**config.mk**
```make
export PLATFORM = sky130hd
export DESIGN_NAME = image_sender_flat
export DESIGN_NICKNAME = d
export VERILOG_FILES = /design/src/rtl/image_sender_pkg.sv /design/src/rtl/image_sender_if.sv /design/src/rtl/image_sender.sv /design/src/flat_wrapper.sv
export SDC_FILE = /design/constraint.sdc
export NUM_CORES = 1
export LEC_CHECK = 0
export ABC_AREA = 1
export CAP_MARGIN = 30
export CORE_MARGIN = 2
export CORE_UTILIZATION = 50
export DETAILED_ROUTE_END_ITERATION = 8
export HOLD_SLACK_MARGIN = 0.1
export PLACE_DENSITY = 0.86
export SETUP_SLACK_MARGIN = 0.05
export SLEW_MARGIN = 5
export SYNTH_ARGS = -nofsm -noshare
export SYNTH_HDL_FRONTEND = slang
export SYNTH_SLANG_ARGS = --single-unit
```
**constraint.sdc**
```tcl
create_clock -name clock -period 2.1 [get_ports clock]
set_input_delay 0.315 -clock clock [delete_from_list [all_inputs] [get_ports clock]]
set_output_delay 0.315 -clock clock [all_outputs]
set_load 0.02 [all_outputs]
```
**src/rtl/image_sender_pkg.sv**
```systemverilog
// Shared types and constants for the image_sender frame streamer.
package image_sender_pkg;

  typedef enum logic [2:0] {
    StIdle  = 3'd0,
    StSync0 = 3'd1,
    StSync1 = 3'd2,
    StFetch = 3'd3,
    StLoad  = 3'd4,
    StXmit  = 3'd5,
    StCksum = 3'd6,
    StDone  = 3'd7
  } sender_state_t;

  localparam logic [7:0] SYNC0_BYTE = 8'hA5;
  localparam logic [7:0] SYNC1_BYTE = 8'h5A;

endpackage

```
**src/rtl/image_sender_if.sv**
```systemverilog
// Request, frame-buffer read and UART byte-link signals of image_sender.
interface image_sender_if #(
  parameter int unsigned ADDR_W = 15
) ();

  logic              send;
  logic              done_send;
  logic              busy;
  logic [ADDR_W-1:0] mem_addr;
  logic              mem_rd;
  logic [7:0]        mem_data;
  logic [7:0]        tx_data;
  logic              tx_valid;
  logic              tx_ready;

  // The sender side.
  modport master (
    input  send, mem_data, tx_ready,
    output done_send, busy, mem_addr, mem_rd, tx_data, tx_valid
  );

  // The environment side: controller, frame buffer and UART.
  modport slave (
    output send, mem_data, tx_ready,
    input  done_send, busy, mem_addr, mem_rd, tx_data, tx_valid
  );

endinterface

```
**src/rtl/image_sender.sv**
```systemverilog
// Streams one frame from the frame buffer as A5 5A <pixels> <checksum> over a
// valid/ready byte link, then pulses done_send.
module image_sender
  import image_sender_pkg::*;
#(
  parameter int unsigned NUM_BYTES = 19200,
  parameter int unsigned ADDR_W    = 15
) (
  input logic             clock,
  input logic             reset,
  image_sender_if.master  bus
);

  localparam logic [ADDR_W-1:0] LastIdx = ADDR_W'(NUM_BYTES - 1);

  sender_state_t     state_q, state_d;
  logic [ADDR_W-1:0] index_q, index_d;
  logic [7:0]        cksum_q, cksum_d;
  logic [7:0]        byte_q, byte_d;
  logic              xfer;

  assign xfer = bus.tx_valid && bus.tx_ready;

  // Next-state, pixel index, checksum and captured pixel byte.
  always_comb begin
    state_d = state_q;
    index_d = index_q;
    cksum_d = cksum_q;
    byte_d  = byte_q;
    unique case (state_q)
      StIdle: begin
        if (bus.send) begin
          index_d = '0;
          cksum_d = '0;
          state_d = StSync0;
        end
      end
      StSync0: if (xfer) state_d = StSync1;
      StSync1: if (xfer) state_d = StFetch;
      StFetch: state_d = StLoad;
      StLoad: begin
        // Read data arrives one cycle after the strobe issued in StFetch.
        byte_d  = bus.mem_data;
        state_d = StXmit;
      end
      StXmit: begin
        if (xfer) begin
          cksum_d = cksum_q + byte_q;
          if (index_q == LastIdx) begin
            state_d = StCksum;
          end else begin
            index_d = index_q + 1'b1;
            state_d = StFetch;
          end
        end
      end
      StCksum: if (xfer) state_d = StDone;
      StDone:  state_d = StIdle;
      default: state_d = StIdle;
    endcase
  end

  // State registers; reset drops any partial frame.
  always_ff @(posedge clock or posedge reset) begin
    if (reset) begin
      state_q <= StIdle;
      index_q <= '0;
      cksum_q <= '0;
      byte_q  <= '0;
    end else begin
      state_q <= state_d;
      index_q <= index_d;
      cksum_q <= cksum_d;
      byte_q  <= byte_d;
    end
  end

  // Outputs decoded from state and registers only; tx_ready never reaches them.
  always_comb begin
    bus.tx_valid  = 1'b0;
    bus.tx_data   = 8'h00;
    bus.mem_rd    = (state_q == StFetch);
    bus.mem_addr  = index_q;
    bus.done_send = (state_q == StDone);
    bus.busy      = (state_q != StIdle);
    unique case (state_q)
      StSync0: begin
        bus.tx_valid = 1'b1;
        bus.tx_data  = SYNC0_BYTE;
      end
      StSync1: begin
        bus.tx_valid = 1'b1;
        bus.tx_data  = SYNC1_BYTE;
      end
      StXmit: begin
        bus.tx_valid = 1'b1;
        bus.tx_data  = byte_q;
      end
      StCksum: begin
        bus.tx_valid = 1'b1;
        bus.tx_data  = cksum_q;
      end
      default: ;
    endcase
  end

endmodule
```
**src/flat_wrapper.sv**
```systemverilog
// flat-port wrapper written by rule: the top's interface ports become plain ports
module image_sender_flat import image_sender_pkg::*;
#(
  parameter int unsigned NUM_BYTES = 19200,
  parameter int unsigned ADDR_W    = 15
)
  (clock, reset, bus_send, bus_mem_data, bus_tx_ready, bus_done_send, bus_busy, bus_mem_addr, bus_mem_rd, bus_tx_data, bus_tx_valid);
  image_sender_if #(.ADDR_W(ADDR_W)) bus_i ();
  input logic clock;
  input logic reset;
  input wire logic [$bits(bus_i.send)-1:0] bus_send;
  input wire logic [$bits(bus_i.mem_data)-1:0] bus_mem_data;
  input wire logic [$bits(bus_i.tx_ready)-1:0] bus_tx_ready;
  output wire logic [$bits(bus_i.done_send)-1:0] bus_done_send;
  output wire logic [$bits(bus_i.busy)-1:0] bus_busy;
  output wire logic [$bits(bus_i.mem_addr)-1:0] bus_mem_addr;
  output wire logic [$bits(bus_i.mem_rd)-1:0] bus_mem_rd;
  output wire logic [$bits(bus_i.tx_data)-1:0] bus_tx_data;
  output wire logic [$bits(bus_i.tx_valid)-1:0] bus_tx_valid;
  assign bus_i.send = bus_send;
  assign bus_i.mem_data = bus_mem_data;
  assign bus_i.tx_ready = bus_tx_ready;
  assign bus_done_send = bus_i.done_send;
  assign bus_busy = bus_i.busy;
  assign bus_mem_addr = bus_i.mem_addr;
  assign bus_mem_rd = bus_i.mem_rd;
  assign bus_tx_data = bus_i.tx_data;
  assign bus_tx_valid = bus_i.tx_valid;
  image_sender #(.NUM_BYTES(NUM_BYTES), .ADDR_W(ADDR_W)) u_core (.clock(clock), .reset(reset), .bus(bus_i));
endmodule
```
==> summary by stage, run 1 <==
Timing
Clock skew on the completed layout was measured at 0.00973 ns. The worst slew margin relative to its limit is 65.6%. Setup repair after global routing left no endpoint under its margin. The count of final hold-check violations was 0. At the pin with the least slew margin, the transition time is 0.515 ns. Setup violations remaining at the end of the flow were counted as 0. In the finished design, the share of the clock period the worst path needs comes to 91.4%. The number of pins exceeding their max-slew limit in the final report is 0.

Static timing analysis puts the maximum clock frequency at 521 MHz. Adding up every negative setup slack in the final design gives 0 ns. After layout, the minimum clock period comes to ~1.9 ns.

Clocking
The CTS tree is yes. Counting the buffers created by CTS gives 5. The number of clock sinks is 34. The clock-pin slew of the registers on the worst-case setup and hold paths is ~0.08 ns. The H-tree was split into 2 levels.

The latest clock arrival within the worst-skew pair is 0.29 ns. The tree is rooted in a clkbuf_8. The number of buffers on the longest clock path is 2.

Die
The placeable core area is 0.00435 mm². In this run the horizontal extent of the chip is approximately 71 µm. After floorplanning, the core was divided into 24 placement rows. The die covers slightly above 0.005 mm². The floorplan step set the die height to 71.1 µm.

The initial standard-cell utilization of the core is roughly 52%. 39 I/O pins were placed.

Worst setup path
The count of buffer and inverter cells on the critical path is 3. In this design, the stage delay of the slowest critical-path cell is 0.39 ns. The most repeated library cell on the critical path is o21ai_0. The worst setup path is captured at an output port.

The worst reg-to-reg path cell count is 10. The kind of cell with the highest combined delay along the critical path is buffers and inverters. Of all nets on the critical path, the largest fanout is 6. Walking the worst path, the cells encountered are buf_4, nand2_2, inv_1, o21ai_0, o21ai_0, dlygate4sd2_1. The worst reg2reg path endpoint is u_core.bus.mem_addr[7]$_DFFE_PP0P_. The type of origin of the critical path is a flop.

The worst setup path is of the flop to output port kind. In this run the register-to-register setup slack is 0.28 ns. Data on the critical path is required at its endpoint by 1.78 ns. Among all stages on the critical path, the largest delay is contributed by dfrtp_1. The critical register-to-register path startpoint is u_core.bus.mem_addr[1]$_DFFE_PP0P_. The worst endpoint data arrival time is roughly 1.6 ns.

Finish
Leaving out fill and tap cells, the most frequent cell in the layout is nand2_1. After the last flow step, the layout net total stands at 370. Excluding fillers, the count of instances in the completed layout stands at between 400 and 500. The number of antenna diodes in the final layout is 0.

Leaving out fill and tap cells, the most frequent cells in the layout are nand2_1 (95), dfrtp_1 (34), inv_1 (32), nand3_1 (31), clkdlybuf4s50_1 (26). The post-route netlist has 12.3% of its cells at a drive strength greater than 1. The area added between synthesis and finish is 25.1%.

Synth
The average instance area after synthesis is 7.51 µm². The number of nets handed over by synthesis was 321. The cell area after synthesis is 0.00225 mm².

After technology mapping, the gate count stands at 300. The sequential area share after synthesis is 37.8%. The Yosys step of the flow raised 0 warnings. The number of unique standard cell types used by synthesis is 28. Synthesis inferred 34 register bits.

Global routing
The first global-routing pass estimated a little under 9 mm of wire. Global routing finished with a remaining overflow of 0. Global routing used around 22% of the available tracks across all layers. The number of antenna violations at the first check in global routing is 0. The via count of the first global-routing pass was 2032. Entering global routing, the biggest net connects 26 pins.

Routing
After detailed routing, the number of remaining DRC violations is 0. For this block, the routed nets add up to 5.27 mm of wire. For this block, the via count after detailed routing is between 2000 and 2500.

The pre-antenna-repair detailed-routing pass consisted of 4 iterations. The detail-routed net length per standard cell is ~13 µm. For this block, the initial DRC count from the detailed router was ~130. Using the TritonRoute via totals, the vias-per-cell ratio works out to between 5 and 6. In this run the remaining antenna-violating nets after routing total 0.

Outcome
The flow ran to the end, and the final reports show no timing, DRC or antenna violations.

Power and ir drop
The power per unit of standard cell area is ~1100 mW/mm². The static leakage power is 0.00140 µW. Across the VDD grid, the largest voltage drop is 0.775 mV.

Placed design
The last weighted congestion value of the routability-driven placer is 0.908. The number of port buffers is 38. The half-perimeter wire length of the detailed placement result is 3.93 mm. The post-placement cell count is 392.

Job
The max-cap check violation count is 0.

Min path
The class of the worst hold path is input port to async pin.
synthesized netlist by cell type:
| library cell | number | share of area, % |
|---|---|---|
| buf_6 | 2 | 1.0 |
| nand3_2 | 1 | 0.44 |
| clkinv_1 | 1 | 0.17 |
| o21ai_0 | 14 | 3.1 |
| ha_1 | 8 | 4.4 |
| nor2_1 | 25 | 4.2 |
| inv_1 | 33 | 5.5 |
| o22ai_1 | 1 | 0.28 |
| fa_1 | 1 | 0.89 |
| or2_2 | 3 | 0.83 |
| a22o_1 | 1 | 0.39 |
| xnor2_1 | 4 | 1.6 |
| nor2_8 | 1 | 0.89 |
| a21oi_1 | 3 | 0.67 |
| nand2_2 | 2 | 0.56 |
| o21ai_2 | 5 | 1.9 |
| dfrtp_1 | 34 | 38 |
| nand3_1 | 31 | 6.9 |
| mux2_2 | 8 | 4.0 |
| buf_2 | 2 | 0.44 |
| nand4_1 | 7 | 1.9 |
| nor3_2 | 1 | 0.44 |
| nor2_4 | 1 | 0.50 |
| nand2_4 | 3 | 1.5 |
| clkbuf_1 | 1 | 0.17 |
| xor2_1 | 6 | 2.3 |
| nand2_1 | 95 | 16 |
| o21ai_1 | 6 | 1.3 |
worst register-to-register path, delay by kind of cell, from the launching register on:
family	cells	cell delay, ns
buf+inv	3	0.28
simple gates	6	0.72
flops	1	0.42
fa+ha+maj	1	0.29
metrics by stage:
step                power, µW  instance area (µm²)  setup WS, ns  hold slack, ns  utilization (%)
finish                   3210                 2820         0.181           0.344             64.7
global route             3470                 2820        0.0792           0.364             64.7
CTS                      3220                 2810        0.0560           0.345             64.5
detailed placement       2760                 2710         0.138           0.497             62.3
global placement         2700                 2710         0.199           0.491             62.3
floorplan                2190                 2250         0.424           0.436                -
worst max-delay path by stage:
stage | from | endpoint | cells after the start
final | u_core.state_q[0]$_DFFE_PP0P_ | bus_tx_data[2] | 6
after global routing | u_core.bus.mem_addr[1]$_DFFE_PP0P_ | u_core.bus.mem_addr[8]$_DFFE_PP0P_ | 10
after CTS | u_core.state_q[2]$_DFFE_PP0P_ | bus_busy | 4
after detailed placement | u_core.state_q[1]$_DFFE_PP0P_ | bus_tx_data[0] | 5
after global placement | u_core.state_q[1]$_DFFE_PP0P_ | bus_tx_data[0] | 5
after floorplan | u_core.bus.mem_addr[0]$_DFFE_PP0P_ | u_core.bus.mem_addr[0]$_DFFE_PP0P_ | 10
routing by layer:
metal	global-route usage, %	share of wire (%)	vias to the layer above
li1	-	-	1062
met1	25.8	41	1024
met2	40.4	53	72
met3	4.99	5.2	10
met4	6.92	1.1	0
met5	0	0	-
layout make-up:
| class | count | area, µm² |
|---|---|---|
| multi-input cells | 227 | 1240 |
| clock buffers | 6 | 72.6 |
| clock inverters | 2 | 13.8 |
| repair buffers | 47 | 444 |
| fillers | 387 | 1540 |
| flip-flops and latches | 34 | 851 |
| well taps | 52 | 65.1 |
| inverters | 34 | 131 |
logic make-up (layout without fill, tap and decap cells):
| group | count (synthesis) | in the layout | synth area share [%] |
|---|---|---|---|
| AO/OA/AOI/OAI | 30 | 30 | 7.72 |
| XOR/XNOR | 10 | 10 | 3.89 |
| adder cells (fa/ha/maj) | 9 | 9 | 5.33 |
| buffers and inverters | 39 | 89 | 7.28 |
| flip-flops | 34 | 34 | 37.8 |
| multiplexers | 8 | 8 | 4.00 |
| AND/OR/NAND/NOR | 170 | 170 | 34.0 |
power by group:
| group | internal (µW) | leakage (µW) | switching (µW) | total (µW) |
|---|---|---|---|---|
| Sequential | 830 | 0.000447 | 151 | 982 |
| Combinational | 689 | 0.000910 | 1060 | 1750 |
| Clock | 234 | 0.0000452 | 249 | 483 |
| Total | 1750 | 0.00140 | 1460 | 3210 |
registers in the layout (all words and copies together) (netlist names):
name                 cells
u_core.bus.mem_addr     15
u_core.byte_q            8
u_core.cksum_q           8
u_core.state_q           3
timing repair:
| item | in CTS | in global routing |
|---|---|---|
| buffers inserted | 2 | 0 |
| endpoints found under the setup margin | 10 | 3 |
| gates resized for setup | 11 | 3 |
| hold buffers | 0 | 0 |
Power figures use the tool's default switching activity.
==> inputs of run 2 (changes only) <==
Settings changed: CORE_UTILIZATION 50 to 30, PLACE_DENSITY 0.86 to 0.6.
==> run 2 against run 1 <==
Against the previous run: clock skew is essentially flat; fmax shrank 0.69%; worst setup slack lost 0.013 ns; largest power group unchanged; sequential power is essentially flat.
==> summary by stage, run 2 (same netlist as run 1, synthesis figures left out) <==
Routing
The number of vias per cell after detailed routing is 4.60 (-15%). The final antenna-violating net count came to 0 (unchanged). The total via count after detailed routing is 2071 (-4.5%). The detailed router's first-iteration violation count is 77 (-43%). The number of remaining DRC errors is 0 (unchanged). The number of iterations in the first detailed-routing pass is 4 (unchanged). The total wirelength of the detailed-routed design is 5.51 mm (+4.6%). The detail-routed net length per standard cell is 12.3 µm (-6.6%).

Die
The initial standard-cell utilization of the core is 31.1% (-21 points). The chip height is 90.6 µm (+27%). The die outline area is 0.00822 mm² (+62%). The placeable core area is 0.00725 mm² (+67%). The number of placement rows was 31 (+29%). The I/O pin total is 39 (unchanged). The die width is 90.6 µm (+27%).

Global routing
The number of antenna violations at the first check in global routing was 0 (unchanged). The global-route wire length before repair is 9.70 mm (+8.6%). The maximum number of pins on one net before global-route repair is 35 (+35%). The aggregate global-route resource usage is 14.4% (-7.7 points). The sum of overflow across all layers after global routing is 0 (unchanged). The via count of the first global-routing pass is 2077 (+2.2%).

Power and ir drop
The power consumption is 3230 µW (+0.70%). The static leakage power was 0.00139 µW (-0.57%). The largest voltage drop on the vdd net is 0.576 mV (-26%).

The power per unit of standard cell area is 1120 mW/mm² (-1.8%).

Placed design
The post-place instance area is 0.00277 mm² (+2.2%). The number of port buffers is 38 (unchanged). The half-perimeter wire length of the detailed placement result was 4.13 mm (+5.0%). The last weighted congestion value of the routability-driven placer is 0.827 (-8.9%).

Clocking
The number of buffers inserted by hold repair at cts is 0 (unchanged). The clock root buffer is clkbuf_8. The clock-pin slew of the registers on the worst-case setup and hold paths is 0.07 ns (about the same). The number of buffers on the longest clock path is 2 (unchanged). The number of buffers added by the clock tree synthesis step is 5 (unchanged). The deepest level of the CTS H-tree is 2 (unchanged).

TritonCTS built the clock tree. The number of clock sinks is 34 (unchanged). The latest clock arrival within the worst-skew pair is 0.29 ns (about the same).

Timing
The worst slew margin relative to its limit is 69.6% (+4.0 points). The period utilization is 92.0% (+0.64 points). The count of final setup violators is 0 (unchanged). The count of final hold-check violations is 0 (unchanged).

The number of pins exceeding their max-slew limit in the final report is 0 (unchanged). The total negative slack for setup checks is 0 ns (unchanged). Setup repair after global routing left no endpoint under its margin.

The fmax is 517 MHz (-0.69%). The transition time of the tightest slew-check pin was 0.456 ns (-0.0591 ns). The minimum clock period after layout is 1.93 ns (+0.0134 ns). The worst hold slack is 0.420 ns (+0.0764 ns). The worst clock skew on the final layout came to 0.0101 ns (+0.000387 ns).

Worst setup path
The type of the setup path with the least slack is flop to output port. The type of origin of the critical path is a flop. The maximum fanout encountered on the critical timing path is 5 (-1). The worst endpoint data arrival time is 1.62 ns (+0.02 ns). STA classifies the critical path endpoint as an output port. The required time at the endpoint of the critical path is 1.78 ns (about the same).

Finish
Leaving out fill and tap cells, the most frequent cells in the layout are nand2_1 (95), dfrtp_1 (34), inv_1 (32), nand3_1 (31), clkdlybuf4s50_1 (27). The final standard cell area without fillers came to 0.00289 mm² (+2.5%). The commonest non-fill, non-tap cell in the layout is nand2_1.

The share of layout cells above drive strength 1 came to 12.8% (+0.53 points). The number of diodes is 0 (unchanged). The number of flip-flops in the largest register was 15 (unchanged).

The number of nets at the end of the flow is 371 (+0.27%). Compared with the post-synthesis result, the final layout area differs by 28.3%. The number of fill cells was 773 (+100%).

Min path
In this run the worst hold path is classified as input port to async pin.

Outcome
The run finished with clean final reports.

Job
The max-cap check violation count is 0 (unchanged).
[run 2: changes by cell type in the layout (fill, tap and decap cells not counted)]
cell,previous run,this run
clkbuf_2,0,2
dlygate4sd2_1,9,7
buf_12,0,1
clkbuf_8,5,6
clkdlybuf4s50_1,26,27
clkinv_4,1,0
dlymetal6s2s_1,3,2
nor2_1,24,25
nor2_2,1,0
[run 2: timing repair]
action | CTS | global route
hold endpoints to repair | 0 | 0
setup buffers | 0 | 3
endpoints found under the setup margin | 10 | 6
gates resized for setup | 10 | 8
[run 2: power breakdown]
part | internal, µW | switching (µW)
logic | 703 | 1020
registers | 830 | 174
clock network | 265 | 247
total | 1800 | 1440
[run 2: path summary, 6_finish.rpt]
path | from | end | slack (ns) | depth (start not counted)
hold reg to reg | u_core.cksum_q[6]$_DFFE_PP0P_ | u_core.cksum_q[6]$_DFFE_PP0P_ | 0.53 | 2
max in group asynchronous | reset | u_core.state_q[1]$_DFFE_PP0P_ | 1.34 | 3
hold / removal | reset | u_core.bus.mem_addr[11]$_DFFE_PP0P_ | 0.42 | 3
setup / recovery | u_core.state_q[0]$_DFFE_PP0P_ | bus_done_send | 0.17 | 4
setup reg to reg | u_core.state_q[2]$_DFFE_PP0P_ | u_core.bus.mem_addr[7]$_DFFE_PP0P_ | 0.30 | 9
min in group clock | u_core.cksum_q[6]$_DFFE_PP0P_ | u_core.cksum_q[6]$_DFFE_PP0P_ | 0.53 | 2
[run 2: worst max-delay path, cell delays in order (launching register included)]
cell             delay (ns)
dfrtp_1                0.40
buf_4                  0.16
nand2_1                0.06
nor2_1                 0.10
clkdlybuf4s50_1        0.61
[run 2: routing by layer]
layer / vias up / wire (µm) / share of wire (%) / track usage, %
met5: - / 0 / 0 / 0
met4: 0 / 114 / 2.1 / 5.38
met3: 13 / 228 / 4.1 / 3.17
met2: 46 / 2550 / 46 / 23.9
met1: 948 / 2620 / 47 / 18.4
li1: 1064 / - / - / -
[run 2: area by class of cell]
cell class	count	area (µm²)	share of cell area (%)
clock buffers	7	86.3	2.99
repair buffers	48	454	15.7
flip-flops and latches	34	851	29.4
clock inverters	1	5.00	0.173
inverters	34	131	4.55
multi-input cells	227	1240	42.8
well taps	99	124	4.29
[run 2: stage by stage]
step	std cells	setup WS, ns	util (%)
floorplan	300	0.424	-
global placement	439	0.206	38.2
detailed placement	439	0.175	38.2
CTS	447	0.0452	39.4
global route	450	0.0518	39.8
finish	450	0.167	39.8
==> inputs of run 3 (changes only) <==
Settings changed: GPL_ROUTABILITY_DRIVEN set to 0, SETUP_SLACK_MARGIN 0.05 to 0.15.
==> run 3 against run 2 <==
Against the previous run: clock power hardly changed; worst hold slack gained 0.0012 ns; non-clock buffer count is the same; worst setup slack improved by 0.084 ns; highest routed layer unchanged; global-route usage increased by 0.053 points.
==> summary by stage, run 3 (same netlist as run 1, synthesis figures left out) <==
Outcome
The flow ran to the end, and the final reports show no timing, DRC or antenna violations.

Placed design
The half-perimeter wire length of the detailed placement result was 4.13 mm (unchanged). The number of port buffers was 38 (unchanged). The post-placement cell count is 439 (unchanged).

Worst setup path
STA classifies the critical path endpoint as an output port. The required time at the endpoint of the critical path is 1.78 ns (about the same). Among all stages on the critical path, the largest delay is contributed by dfrtp_1.

The signal on the critical path passes through clkinvlp_4, buf_12, o21ai_0, nand2_1, clkdlybuf4s15_1. The worst endpoint data arrival time was 1.53 ns (-0.09 ns). The type of origin of the critical path is a flop. The delay of the slowest critical-path stage is 0.39 ns (-0.22 ns).

The maximum fanout encountered on the critical timing path is 8 (+3). The type of the setup path with the least slack is flop to output port.

Timing
The count of final hold-check violations came to 0 (unchanged). The period utilization was 88.0% (-4.0 points). The worst clock skew on the final layout was 0.00946 ns (-0.000661 ns).

The total negative slack for setup checks is 0 ns (unchanged). The fmax was 541 MHz (+4.5%). Setup repair after global routing left no endpoint under its margin.

The count of final setup violators is 0 (unchanged). The number of pins exceeding their max-slew limit in the final report is 0 (unchanged). The worst slew margin relative to its limit was 70.5% (+0.91 points). The minimum clock period after layout is 1.85 ns (-0.0837 ns). The transition time of the tightest slew-check pin was 0.443 ns (-0.0136 ns).

Clocking
The number of buffers added by the clock tree synthesis step is 5 (unchanged). The number of clock sinks is 34 (unchanged). The CTS tree is yes. The deepest level of the CTS H-tree is 2 (unchanged). The clock root buffer is clkbuf_8. The latest clock arrival within the worst-skew pair is 0.29 ns (about the same). The number of buffers on the longest clock path is 2 (unchanged).

The number of buffers inserted by hold repair at cts was 0 (unchanged). The clock-pin slew of the registers on the worst-case setup and hold paths is 0.07 ns (about the same).

Finish
The number of fill cells is 772 (-0.13%). The number of flip-flops in the largest register was 15 (unchanged). The area added between synthesis and finish is 28.3% (unchanged). The count of non-filler cells in the finished layout is 450 (unchanged).

The share of layout cells above drive strength 1 is 13.7% (+0.85 points). The library cell used most frequently in the layout, excluding fill and tap cells, is nand2_1. The number of diodes was 0 (unchanged). The library cells used most frequently in the layout, excluding fill and tap cells, are nand2_1 (95), dfrtp_1 (33), inv_1 (32), nand3_1 (31), clkdlybuf4s50_1 (26). The number of nets at the end of the flow is 371 (unchanged).

Global routing
The maximum number of pins on one net before global-route repair is 35 (unchanged). The global-route wire length before repair is 9.76 mm (+0.57%). The number of antenna violations at the first check in global routing is 0 (unchanged). The via count of the first global-routing pass came to 2096 (+0.91%).

The sum of overflow across all layers after global routing is 0 (unchanged). The aggregate global-route resource usage is 14.5% (+0.053 points).

Routing
The total wirelength of the detailed-routed design was 5.48 mm (-0.63%). The detailed router's first-iteration violation count came to 77 (unchanged). The number of vias per cell after detailed routing came to 4.61 (+0.19%). The final antenna-violating net count was 0 (unchanged). The total via count after detailed routing is 2075 (+0.19%). The detail-routed net length per standard cell is 12.2 µm (-0.63%). The number of remaining DRC errors is 0 (unchanged).

The number of iterations in the first detailed-routing pass is 4 (unchanged).

Job
The max-cap check violation count came to 0 (unchanged).

Min path
The class of the worst hold path is input port to async pin.

Die
The I/O pin total is 39 (unchanged). The initial standard-cell utilization of the core is 31.1% (unchanged). The number of placement rows came to 31 (unchanged). The die width is 90.6 µm (unchanged). The placeable core area was 0.00725 mm² (unchanged). The chip height is 90.6 µm (unchanged). The die outline area was 0.00822 mm² (unchanged).

Power and ir drop
The static leakage power is 0.00137 µW (-2.0%). The power per unit of standard cell area is 1120 mW/mm² (+0.23%). The largest voltage drop on the vdd net is 0.577 mV (+0.20%).
-- run 3: final timing paths --
kind / to / depth (start not counted) / from / slack (ns)
min in group clock: u_core.cksum_q[6]$_DFFE_PP0P_ / 2 / u_core.cksum_q[6]$_DFFE_PP0P_ / 0.52
max in group asynchronous: u_core.state_q[1]$_DFFE_PP0P_ / 3 / reset / 1.33
min reg2reg: u_core.cksum_q[6]$_DFFE_PP0P_ / 2 / u_core.cksum_q[6]$_DFFE_PP0P_ / 0.52
min: u_core.bus.mem_addr[11]$_DFFE_PP0P_ / 3 / reset / 0.42
max reg2reg: u_core.cksum_q[1]$_DFFE_PP0P_ / 8 / u_core.state_q[2]$_DFFE_PP0P_ / 0.38
max: bus_tx_data[3] / 5 / u_core.state_q[2]$_DFFE_PP0P_ / 0.25
-- run 3: routing by layer --
metal	share of wire [%]	track usage, %	up-vias
li1	-	-	1062
met1	47	18.3	955
met2	47	24.2	49
met3	4.5	3.17	9
met4	1.7	5.38	0
met5	0	0	-
-- run 3: worst max-delay path: cells and delay by family (launching register included) --
family          cells  cell delay, ns
buf+inv             3            0.58
compound gates      1            0.20
flops               1            0.39
simple gates        1            0.08
-- run 3: where the power goes --
part / internal (µW) / switching [µW]
sequential: 832 / 174
clock: 265 / 244
combinational: 704 / 1020
-- run 3: stage by stage --
| stage | instance area [µm²] | setup WS, ns | util [%] | power [µW] | hold WS (ns) |
|---|---|---|---|---|---|
| 6_report | 2890 | 0.251 | 39.8 | 3240 | 0.421 |
| 5_1_grt | 2890 | 0.149 | 39.8 | 3550 | 0.476 |
| 4_1_cts | 2890 | 0.126 | 39.8 | 3270 | 0.442 |
| 3_5_place_dp | 2770 | 0.175 | 38.2 | 2770 | 0.508 |
| 3_3_place_gp | 2770 | 0.206 | 38.2 | 2750 | 0.501 |
| 2_1_floorplan | 2250 | 0.424 | - | 2190 | 0.436 |
-- run 3: repair_timing --
item | in CTS | in global routing
buffers inserted | 3 | 0
resized for setup | 15 | 16
setup endpoints to repair | 12 | 10
-- run 3: cell type report --
cell class / count / area [µm²] / share of cell area [%]
multi-input combinational: 227 / 1250 / 43.1
sequential: 34 / 852 / 29.5
timing repair buffer: 48 / 444 / 15.4
inverter: 34 / 131 / 4.55
tap: 99 / 124 / 4.29
clock buffer: 7 / 86.3 / 2.99
clock inverter: 1 / 5.00 / 0.173
